<file path="src/rtl/vmode_pkg.sv">
// Shared constants for the video-mode switcher: register map, FSM encoding,
// field positions within a packed axis timing vector and the power-on mode.
package vmode_pkg;

  localparam logic [2:0] RegHWidth  = 3'd0;
  localparam logic [2:0] RegHPorch  = 3'd1;
  localparam logic [2:0] RegHSynch  = 3'd2;
  localparam logic [2:0] RegHRaw    = 3'd3;
  localparam logic [2:0] RegVHeight = 3'd4;
  localparam logic [2:0] RegVPorch  = 3'd5;
  localparam logic [2:0] RegVSynch  = 3'd6;
  localparam logic [2:0] RegVRaw    = 3'd7;

  // Field slots inside one axis' packed [3:0] timing vector.
  localparam int unsigned FldSize  = 0;
  localparam int unsigned FldPorch = 1;
  localparam int unsigned FldSynch = 2;
  localparam int unsigned FldRaw   = 3;

  // Smallest visible extent is strictly greater than this.
  localparam int unsigned MinActive = 16;

  localparam int unsigned DEF_HWIDTH  = 640;
  localparam int unsigned DEF_HPORCH  = 656;
  localparam int unsigned DEF_HSYNCH  = 752;
  localparam int unsigned DEF_HRAW    = 800;
  localparam int unsigned DEF_VHEIGHT = 480;
  localparam int unsigned DEF_VPORCH  = 490;
  localparam int unsigned DEF_VSYNCH  = 492;
  localparam int unsigned DEF_VRAW    = 525;

  typedef enum logic [1:0] {
    StIdle,
    StWaitFrame,
    StHold
  } vmode_state_e;

  function automatic logic is_vreg(input logic [2:0] addr);
    return addr >= RegVHeight;
  endfunction

  function automatic logic [1:0] field_idx(input logic [2:0] addr);
    return addr[1:0];
  endfunction

endpackage

</file>
<file path="src/rtl/vmode_check.sv">
// Ordering check for one axis: MinActive < size < porch < synch < raw (unsigned).
module vmode_check
  import vmode_pkg::*;
#(
  parameter int unsigned W = 12
) (
  input  logic [W-1:0] i_size,
  input  logic [W-1:0] i_porch,
  input  logic [W-1:0] i_synch,
  input  logic [W-1:0] i_raw,
  output logic         o_ok
);

  localparam logic [W-1:0] MinSize = W'(MinActive);

  assign o_ok = (i_size > MinSize) && (i_porch > i_size) &&
                (i_synch > i_porch) && (i_raw > i_synch);

endmodule

</file>
<file path="src/rtl/vmode_switch.sv">
// Glitch-free video mode switcher: shadow registers, validated commit, apply on frame
// boundary and hold the raster generator in reset. VMODE_TIMEOUT_EN adds a frame timeout.
module vmode_switch #(
  parameter int unsigned HW          = 12,
  parameter int unsigned VW          = 12,
  parameter int unsigned RST_CYCLES  = 4,
  parameter int unsigned DEF_HWIDTH  = vmode_pkg::DEF_HWIDTH,
  parameter int unsigned DEF_HPORCH  = vmode_pkg::DEF_HPORCH,
  parameter int unsigned DEF_HSYNCH  = vmode_pkg::DEF_HSYNCH,
  parameter int unsigned DEF_HRAW    = vmode_pkg::DEF_HRAW,
  parameter int unsigned DEF_VHEIGHT = vmode_pkg::DEF_VHEIGHT,
  parameter int unsigned DEF_VPORCH  = vmode_pkg::DEF_VPORCH,
  parameter int unsigned DEF_VSYNCH  = vmode_pkg::DEF_VSYNCH,
  parameter int unsigned DEF_VRAW    = vmode_pkg::DEF_VRAW,
`ifdef VMODE_TIMEOUT_EN
  parameter int unsigned TIMEOUT_LG  = 22,
`endif
  localparam int unsigned DW = (HW > VW) ? HW : VW
) (
  input  logic          i_pixclk,
  input  logic          i_reset_n,
  input  logic          i_wr,
  input  logic [2:0]    i_addr,
  input  logic [DW-1:0] i_data,
  input  logic          i_commit,
  input  logic          i_newframe,
  output logic [HW-1:0] o_hm_width,
  output logic [HW-1:0] o_hm_porch,
  output logic [HW-1:0] o_hm_synch,
  output logic [HW-1:0] o_hm_raw,
  output logic [VW-1:0] o_vm_height,
  output logic [VW-1:0] o_vm_porch,
  output logic [VW-1:0] o_vm_synch,
  output logic [VW-1:0] o_vm_raw,
  output logic          o_vga_reset,
  output logic          o_busy,
  output logic          o_err,
  output logic [DW-1:0] o_rdata
);
  import vmode_pkg::*;

  localparam int unsigned CW = (RST_CYCLES > 1) ? $clog2(RST_CYCLES) : 1;
  localparam logic [CW-1:0] HoldLast = CW'(RST_CYCLES - 1);

  localparam logic [3:0][HW-1:0] DefH = {HW'(DEF_HRAW), HW'(DEF_HSYNCH),
                                         HW'(DEF_HPORCH), HW'(DEF_HWIDTH)};
  localparam logic [3:0][VW-1:0] DefV = {VW'(DEF_VRAW), VW'(DEF_VSYNCH),
                                         VW'(DEF_VPORCH), VW'(DEF_VHEIGHT)};

  vmode_state_e       state_q;
  logic [CW-1:0]      hold_q;
  logic [3:0][HW-1:0] shadow_h_q, staged_h_q, active_h_q;
  logic [3:0][VW-1:0] shadow_v_q, staged_v_q, active_v_q;
  logic [DW-1:0]      rdata_q;
  logic               vga_reset_q, busy_q, err_q;
  logic               h_ok, v_ok, frame_go, idle;
  logic [1:0]         field;

  assign field = field_idx(i_addr);
  assign idle  = (state_q == StIdle);

  vmode_check #(
    .W(HW)
  ) u_check_h (
    .i_size (shadow_h_q[FldSize]),
    .i_porch(shadow_h_q[FldPorch]),
    .i_synch(shadow_h_q[FldSynch]),
    .i_raw  (shadow_h_q[FldRaw]),
    .o_ok   (h_ok)
  );

  vmode_check #(
    .W(VW)
  ) u_check_v (
    .i_size (shadow_v_q[FldSize]),
    .i_porch(shadow_v_q[FldPorch]),
    .i_synch(shadow_v_q[FldSynch]),
    .i_raw  (shadow_v_q[FldRaw]),
    .o_ok   (v_ok)
  );

`ifdef VMODE_TIMEOUT_EN
  // Counts cycles spent in WAIT_FRAME; saturating value forces the switch.
  logic [TIMEOUT_LG-1:0] tmo_q;

  always_ff @(posedge i_pixclk or negedge i_reset_n) begin
    if (!i_reset_n) begin
      tmo_q <= '0;
    end else if (state_q != StWaitFrame) begin
      tmo_q <= '0;
    end else begin
      tmo_q <= tmo_q + 1'b1;
    end
  end

  assign frame_go = i_newframe | (&tmo_q);
`else
  assign frame_go = i_newframe;
`endif

  // Readback always sees the pre-write shadow of the addressed field.
  always_ff @(posedge i_pixclk or negedge i_reset_n) begin
    if (!i_reset_n) begin
      shadow_h_q <= DefH;
      shadow_v_q <= DefV;
      rdata_q    <= '0;
    end else begin
      if (is_vreg(i_addr)) begin
        rdata_q <= DW'(shadow_v_q[field]);
      end else begin
        rdata_q <= DW'(shadow_h_q[field]);
      end
      if (idle && i_wr) begin
        if (is_vreg(i_addr)) begin
          shadow_v_q[field] <= i_data[VW-1:0];
        end else begin
          shadow_h_q[field] <= i_data[HW-1:0];
        end
      end
    end
  end

  always_ff @(posedge i_pixclk or negedge i_reset_n) begin
    if (!i_reset_n) begin
      state_q     <= StHold;
      hold_q      <= HoldLast;
      staged_h_q  <= DefH;
      staged_v_q  <= DefV;
      active_h_q  <= DefH;
      active_v_q  <= DefV;
      vga_reset_q <= 1'b1;
      busy_q      <= 1'b1;
      err_q       <= 1'b0;
    end else begin
      err_q <= 1'b0;
      unique case (state_q)
        StIdle: begin
          if (i_commit) begin
            if (h_ok && v_ok) begin
              staged_h_q <= shadow_h_q;
              staged_v_q <= shadow_v_q;
              state_q    <= StWaitFrame;
              busy_q     <= 1'b1;
            end else begin
              err_q <= 1'b1;
            end
          end
        end
        StWaitFrame: begin
          if (frame_go) begin
            active_h_q  <= staged_h_q;
            active_v_q  <= staged_v_q;
            hold_q      <= HoldLast;
            state_q     <= StHold;
            vga_reset_q <= 1'b1;
          end
        end
        StHold: begin
          if (hold_q == '0) begin
            state_q     <= StIdle;
            vga_reset_q <= 1'b0;
            busy_q      <= 1'b0;
          end else begin
            hold_q <= hold_q - 1'b1;
          end
        end
        default: begin
          state_q     <= StIdle;
          vga_reset_q <= 1'b0;
          busy_q      <= 1'b0;
        end
      endcase
    end
  end

  assign o_hm_width  = active_h_q[FldSize];
  assign o_hm_porch  = active_h_q[FldPorch];
  assign o_hm_synch  = active_h_q[FldSynch];
  assign o_hm_raw    = active_h_q[FldRaw];
  assign o_vm_height = active_v_q[FldSize];
  assign o_vm_porch  = active_v_q[FldPorch];
  assign o_vm_synch  = active_v_q[FldSynch];
  assign o_vm_raw    = active_v_q[FldRaw];
  assign o_vga_reset = vga_reset_q;
  assign o_busy      = busy_q;
  assign o_err       = err_q;
  assign o_rdata     = rdata_q;

endmodule

</file>
<file path="config.mk">
export PLATFORM = sky130hd
export DESIGN_NAME = vmode_switch
export DESIGN_NICKNAME = d
export VERILOG_FILES = /design/src/rtl/vmode_pkg.sv /design/src/rtl/vmode_check.sv /design/src/rtl/vmode_switch.sv
export SDC_FILE = /design/constraint.sdc
export NUM_CORES = 1
export LEC_CHECK = 0
export ABC_AREA = 1
export CAP_MARGIN = 20
export CORE_MARGIN = 3
export CORE_UTILIZATION = 58
export CTS_CLUSTER_SIZE = 12
export DETAILED_ROUTE_END_ITERATION = 8
export PLACE_DENSITY = 0.86
export REMOVE_ABC_BUFFERS = 1
export SLEW_MARGIN = 20
export SYNTH_ARGS = -nofsm -noshare
export SYNTH_HDL_FRONTEND = slang
export SYNTH_SLANG_ARGS = --single-unit
</file>
<file path="constraint.sdc">
create_clock -name i_pixclk -period 2.9 [get_ports i_pixclk]
set_clock_uncertainty 0.1 [all_clocks]
set_input_delay 0.29 -clock i_pixclk [delete_from_list [all_inputs] [get_ports i_pixclk]]
set_output_delay 0.29 -clock i_pixclk [all_outputs]
set_load 0.05 [all_outputs]
</file>
==> metrics, run 1 <==
status finished, final reports clean; Post-Syn Area around 14000 um^2; Worst setup EP type flip-flop; First DRT Iteration DRCs 1042; chip width between 150 and 200 um; clock tree sinks ~300; DIE AREA 26670 um^2; Avg WL per Cell 18.18 um; initial antenna violation count 1; I/O pin count 131; Worst-Skew Late Latency 550 ps; synth unique cells 29; row count 56; Num CTS Buffers 31; share of layout cells above drive strength 1 0.1848; dpl hpwl roughly 24 mm; Clock Tree Buf Depth 3; yosys warns 0; ANT cells 0; max-slew violation count 0; max-cap viol count 0; max_slew headroom 0.5311; antenna-violating nets left 0; vias per inst 5.708; clk root buf clkbuf_16; RSZ-0062 raised after global routing false; GRT overflow 0; Min-Delay Path Class input pin to asynchronous set/reset pin; DIE HEIGHT between 150 and 200 um; first-pass GRT wire length 57.41 mm; sequential cell area fraction in the yosys report 0.5443; Yosys reg bits 307; Fin Setup TNS 0 ps; vias in the first global route 11090; most common cell after layout, fill and taps aside nand2_1; Remaining DRCs 0; drt first pass iters 5; part of the cycle the worst path needs 0.9248; post-CTS sizing 0; clk slew on worst S/H paths about 60 ps; worst path required time about 3200 ps; Worst-Margin Slew 703.4 ps; fin cells 1926; commonest cells after routing, fill and taps aside nand2_1 (432), dfrtp_1 (203), clkdlybuf4s50_1 (129); arrival time at the worst endpoint 3010 ps; IO buf count between 100 and 150; final setup violation count 0; Syn Area/Cell 9.737 um^2; pwr dens between 700 and 800 nW/um^2; core area 23890 um^2; Hold Violations, Final 0; synthesis-to-layout area growth 17.96%; critical path class flip-flop to flip-flop; Total Power 0.01215 W; Tmin final approximately 2700 ps; all-layer global routing usage 0.2661; Worst IR Drop VDD 0.0004628 V; nets between 1500 and 2000; largest fanout on the critical path 48; largest net degree at the start of global routing 91; CTS tree yes; leakage between 8 and 9 nW; crit start category flip-flop; Post-Syn Instances approximately 1500; final wirelength 35.02 mm; Via Count 10990; Initial Utilization 0.6007; gpl congestion 0.9195; fmax between 0.3 and 0.4 GHz; placed cell count 1869; H-tree depth 1
[worst max-delay path, stage by stage, from the launching register on]
cell	delay, ps
dfstp_2	580
inv_1	80
ha_1	300
nand2_1	60
nor2_1	210
and2_1	170
nand2_1	50
nand3_1	110
nand2_2	80
nor2_4	190
nand3_4	90
buf_4	270
nand2_1	160
nand2_1	70
[cell families (layout without fill, tap and decap cells)]
kind of cell | Yosys count | after routing | share of synthesized area
compound gates | 169 | 169 | 0.06756
fa+ha+maj | 73 | 73 | 0.06364
buf+inv | 205 | 338 | 0.05719
flops | 307 | 307 | 0.5443
mux | 109 | 109 | 0.08552
simple gates | 611 | 611 | 0.1818
[area by class of cell]
cell class              instances  area (um^2)
well taps                     319        399.1
clock buffers                  53        918.4
flip-flops and latches        307         7812
fillers                      1678         6963
repair buffers                163         1607
inverters                     119        446.7
clock inverters                 3        15.01
multi-input cells             962         5732
[report_power, final]
part | leakage (nW) | switching (W) | internal [W] | total (W)
Combinational | 3.94 | 0.00176 | 0.000966 | 0.00272
Sequential | 3.77 | 0.000588 | 0.00513 | 0.00572
Clock | 0.456 | 0.00158 | 0.00213 | 0.00371
Total | 8.17 | 0.00393 | 0.00822 | 0.0121
[worst paths after layout]
kind	startpoint	endpoint	slack (ps)	cells past startpoint
setup / recovery	shadow_h_q[33]	staged_v_q[47]	220	13
hold / removal	i_reset_n	o_hm_synch[11]	260	2
setup reg to reg	shadow_h_q[33]	staged_v_q[47]	220	13
hold reg to reg	staged_v_q[32]	staged_v_q[32]	370	2
max in group asynchronous	i_reset_n	shadow_v_q[5]	1560	3
min in group i_pixclk	i_commit	o_err	260	3
[Yosys cell counts (all sizes together)]
library cell,n,area (um^2)
nand2,433,1628
dfrtp,203,5080
inv,119,446.7
mux2,109,1227
dfstp,104,2733
o21ai,98,490.5
nand4,97,606.8
ha,73,913.4
clkbuf,59,221.5
nor2,54,217.7
a21oi,27,135.1
buf,27,152.7
nand3,21,117.6
a221oi,12,105.1
o2111ai,12,105.1
o22ai,12,75.07
and2,5,31.28
a21o,3,22.52
o21a,3,22.52
a31oi,1,6.260
nand3b,1,7.510
o21bai,1,7.510
[repair_timing]
| item | in CTS | in global routing |
|---|---|---|
| setup buffers | 0 | 0 |
| endpoints found under the setup margin | 0 | 0 |
| hold buffers | 1 | 0 |
| hold endpoints to repair | 55 | 0 |
[metrics by stage]
stage          instance area (um^2)  hold WS [ps]    util  setup WS (ps)
2_1_floorplan                 13980        -105.6       -         -988.4
3_3_place_gp                  15990         248.9  0.6691          382.6
3_5_place_dp                  15990         255.2  0.6691          294.3
4_1_cts                       16930         250.0  0.7086          257.1
5_1_grt                       16930         290.3  0.7086          80.03
6_report                      16930         255.2  0.7086          218.0
[routing by layer]
metal	global-route usage	vias up	routed length (um)
li1	-	5141	-
met1	0.3710	5348	15170
met2	0.4343	427	16630
met3	0.04438	78	2371
met4	0.07689	0	847
met5	0	-	0
[registers in the layout (all words and copies together) (netlist names), 2 cells and up]
| signal | flops |
|---|---|
| state_q | 2 |
| o_vm_height | 12 |
| o_hm_synch | 12 |
| o_vm_synch | 12 |
| o_vm_porch | 12 |
| staged_h_q | 48 |
| shadow_v_q | 48 |
| hold_q | 2 |
| o_rdata | 12 |
| o_vm_raw | 12 |
| o_hm_porch | 12 |
| o_hm_width | 12 |
| staged_v_q | 48 |
| shadow_h_q | 48 |
| o_hm_raw | 12 |
(Power assumes the default switching activity.)
==> run 2: changes to the inputs <==
--- a/config.mk
+++ b/config.mk
@@ -8,10 +8,10 @@
 export ABC_AREA = 1
 export CAP_MARGIN = 20
 export CORE_MARGIN = 3
-export CORE_UTILIZATION = 58
+export CORE_UTILIZATION = 52
 export CTS_CLUSTER_SIZE = 12
 export DETAILED_ROUTE_END_ITERATION = 8
-export PLACE_DENSITY = 0.86
+export PLACE_DENSITY = 0.82
 export REMOVE_ABC_BUFFERS = 1
 export SLEW_MARGIN = 20
 export SYNTH_ARGS = -nofsm -noshare
==> constraint.sdc (replaced) <==
create_clock -name i_pixclk -period 2.3 [get_ports i_pixclk]
set_clock_uncertainty 0.1 [all_clocks]
set_input_delay 0.23 -clock i_pixclk [delete_from_list [all_inputs] [get_ports i_pixclk]]
set_output_delay 0.23 -clock i_pixclk [all_outputs]
set_load 0.05 [all_outputs]
==> run 2 against run 1 <==
Net effect:
- the flow now finishes with violations (negative setup slack)
- design area grew 14%
- register-to-register slack got worse by 380 ps
- global-route usage decreased by 0.32 points
- first-iteration DRC count increased by 17%
- die area is 11% higher
- maximum frequency up 9.0%
- via count up 13%
- critical endpoint is now staged_h_q[4]
==> metrics, run 2 (same netlist as run 1, synthesis figures left out) <==
status complete, but fails checks; failing checks negative setup slack; Via Count 12380 (+13%); row count 60 (+7.1%); I/O pin count 131 (unchanged); RSZ-0062 raised after global routing true; H-tree depth 2 (+1); final wirelength 43.28 mm (+24%); Worst-Margin Slew 523.0 ps (-180.4 ps); synthesis-to-layout area growth 34.38%; First DRT Iteration DRCs 1217 (+17%); fmax 0.4064 GHz (+9.0%); Fin Setup TNS -9587 ps (-9587 ps); max-slew violation count 0 (unchanged); sequential cell area 7814 um^2 (about the same); GRT overflow 0 (unchanged); P_int 0.01221 W (+49%); dpl hpwl 24.68 mm (+2.7%); nets 1798 (+7.2%); Remaining DRCs 0 (unchanged); IO buf count 130 (unchanged); share of layout cells above drive strength 1 0.3185 (+0.1337); Fill cells 1728 (+3.0%); pwr dens 941.8 nW/um^2 (+31%); all-layer global routing usage 0.2629 (-0.003218); Tmin final 2460 ps (-221.6 ps); Total Power 0.01817 W (+50%); vias in the first global route 11890 (+7.2%); Worst IR Drop VDD 0.0006386 V (+38%); clock tree sinks 307 (unchanged); DP Area 16740 um^2 (+4.7%); antenna-violating nets left 0 (unchanged); Clk network pwr share 0.305 (about the same); fin cells 2071 (+7.5%); core area 27030 um^2 (+13%); Final WS setup -160.5 ps (-378.4 ps); first-pass GRT wire length 62.12 mm (+8.2%); max-cap viol count 0 (unchanged); most common cell after layout, fill and taps aside nand2_1; Hold Violations, Final 0 (unchanged); ANT cells 0 (unchanged); drt first pass iters 5 (unchanged); vias per inst 5.979 (+4.7%); worst path required time 2580 ps (-650 ps); chip width 172.1 um (+5.4%); placed cell count 1968 (+5.3%); Num CTS Buffers 34 (+9.7%); Initial Utilization 0.5311 (-0.06964); max_slew headroom 0.6503 (+0.1192); leakage 9.124 nW (+12%); commonest cells after routing, fill and taps aside nand2_1 (364), dfrtp_1 (202), clkdlybuf4s50_1 (129); arrival time at the worst endpoint 2750 ps (-260 ps); critical path class flip-flop to flip-flop; CTS tree yes; combinational fraction of design power 0.301 (+0.077); register share of total power 0.395 (-0.076); Setup WS pre-CTS -148.1 ps (-442.4 ps); Worst setup EP type flip-flop; Sw Share 0.3278 (+0.004459); Avg WL per Cell 20.90 um (+15%); largest net degree at the start of global routing 64 (-30%); Design Area, Final 19290 um^2 (+14%); DIE AREA 29630 um^2 (+11%); crit start category flip-flop; part of the cycle the worst path needs 1.070 (+0.1449); clk root buf clkbuf_16; initial antenna violation count 2 (+1); Min-Delay Path Class input pin to asynchronous set/reset pin; final setup violation count 98 (+98); multi-input logic area 6406 um^2 (+12%); gpl congestion 0.9446 (+2.7%); Clock Tree Buf Depth 3 (unchanged); largest fanout on the critical path 8 (-83%); Worst-Skew Late Latency 510 ps (-40 ps); clk slew on worst S/H paths 60 ps (about the same); DIE HEIGHT 172.1 um (+5.4%); P_sw 0.005954 W (+52%)
run 2: per-layer routing:
metal  global-route usage  routed length [um]
met4              0.09684                2479
met5                    0                  29
met3              0.04710                3928
met2               0.4245               20110
met1               0.3593               16730
run 2: area by class of cell:
class	count	area share
Multi-Input combinational cell	962	0.3321
Timing Repair Buffer	281	0.1593
Tap cell	341	0.02212
Sequential cell	307	0.4051
Inverter	119	0.02316
Clock inverter	8	0.007655
Clock buffer	53	0.05047
run 2: per-stage QoR:
stage,hold WS (ps),utilization
2_1_floorplan,-165.6,-
3_3_place_gp,111.7,0.6195
3_5_place_dp,113.1,0.6195
4_1_cts,187.4,0.6775
5_1_grt,203.0,0.7137
6_report,175.2,0.7137
run 2: final timing paths:
path / startpoint / slack (ps) / cells after the start / endpoint
worst max-delay path: shadow_h_q[29] / -160 / 14 / staged_h_q[4]
worst min-delay path: i_reset_n / 180 / 2 / staged_h_q[22]
worst max register to register: shadow_h_q[29] / -160 / 14 / staged_h_q[4]
worst min register to register: staged_h_q[29] / 370 / 2 / staged_h_q[29]
max in group asynchronous: i_reset_n / 1130 / 3 / o_vm_raw[0]
min in group i_pixclk: i_commit / 300 / 3 / o_err
run 2: power groups by stage:
stage	Sequential [W]	Clock, W	Combinational, W
finish	0.00717	0.00553	0.00547
global placement	0.00712	0	0.00378
global route	0.00724	0.00581	0.00590
CTS	0.00706	0.00558	0.00429
detailed placement	0.00714	0	0.00394
floorplan	0.00719	0	0.00209
run 2: timing repair:
action | in CTS | in global routing
hold endpoints to repair | 56 | 0
hold buffers | 1 | 0
setup buffers | 12 | 10
pin swaps | 24 | 65
gates cloned | 7 | 13
resized for setup | 40 | 133
endpoints found under the setup margin | 98 | 99
run 2: critical path, cell delays in order, from the launching register on:
cell and delay (ps):
dfstp_2 540, inv_1 90, ha_4 280, nand2_2 50, nor2_2 130, and2_1 150
nand2_1 70, nand3_2 70, nand2_2 60, nor2_4 170, nand3_4 120, buf_12 200
buf_16 170, nand2_4 70, nand2_2 70
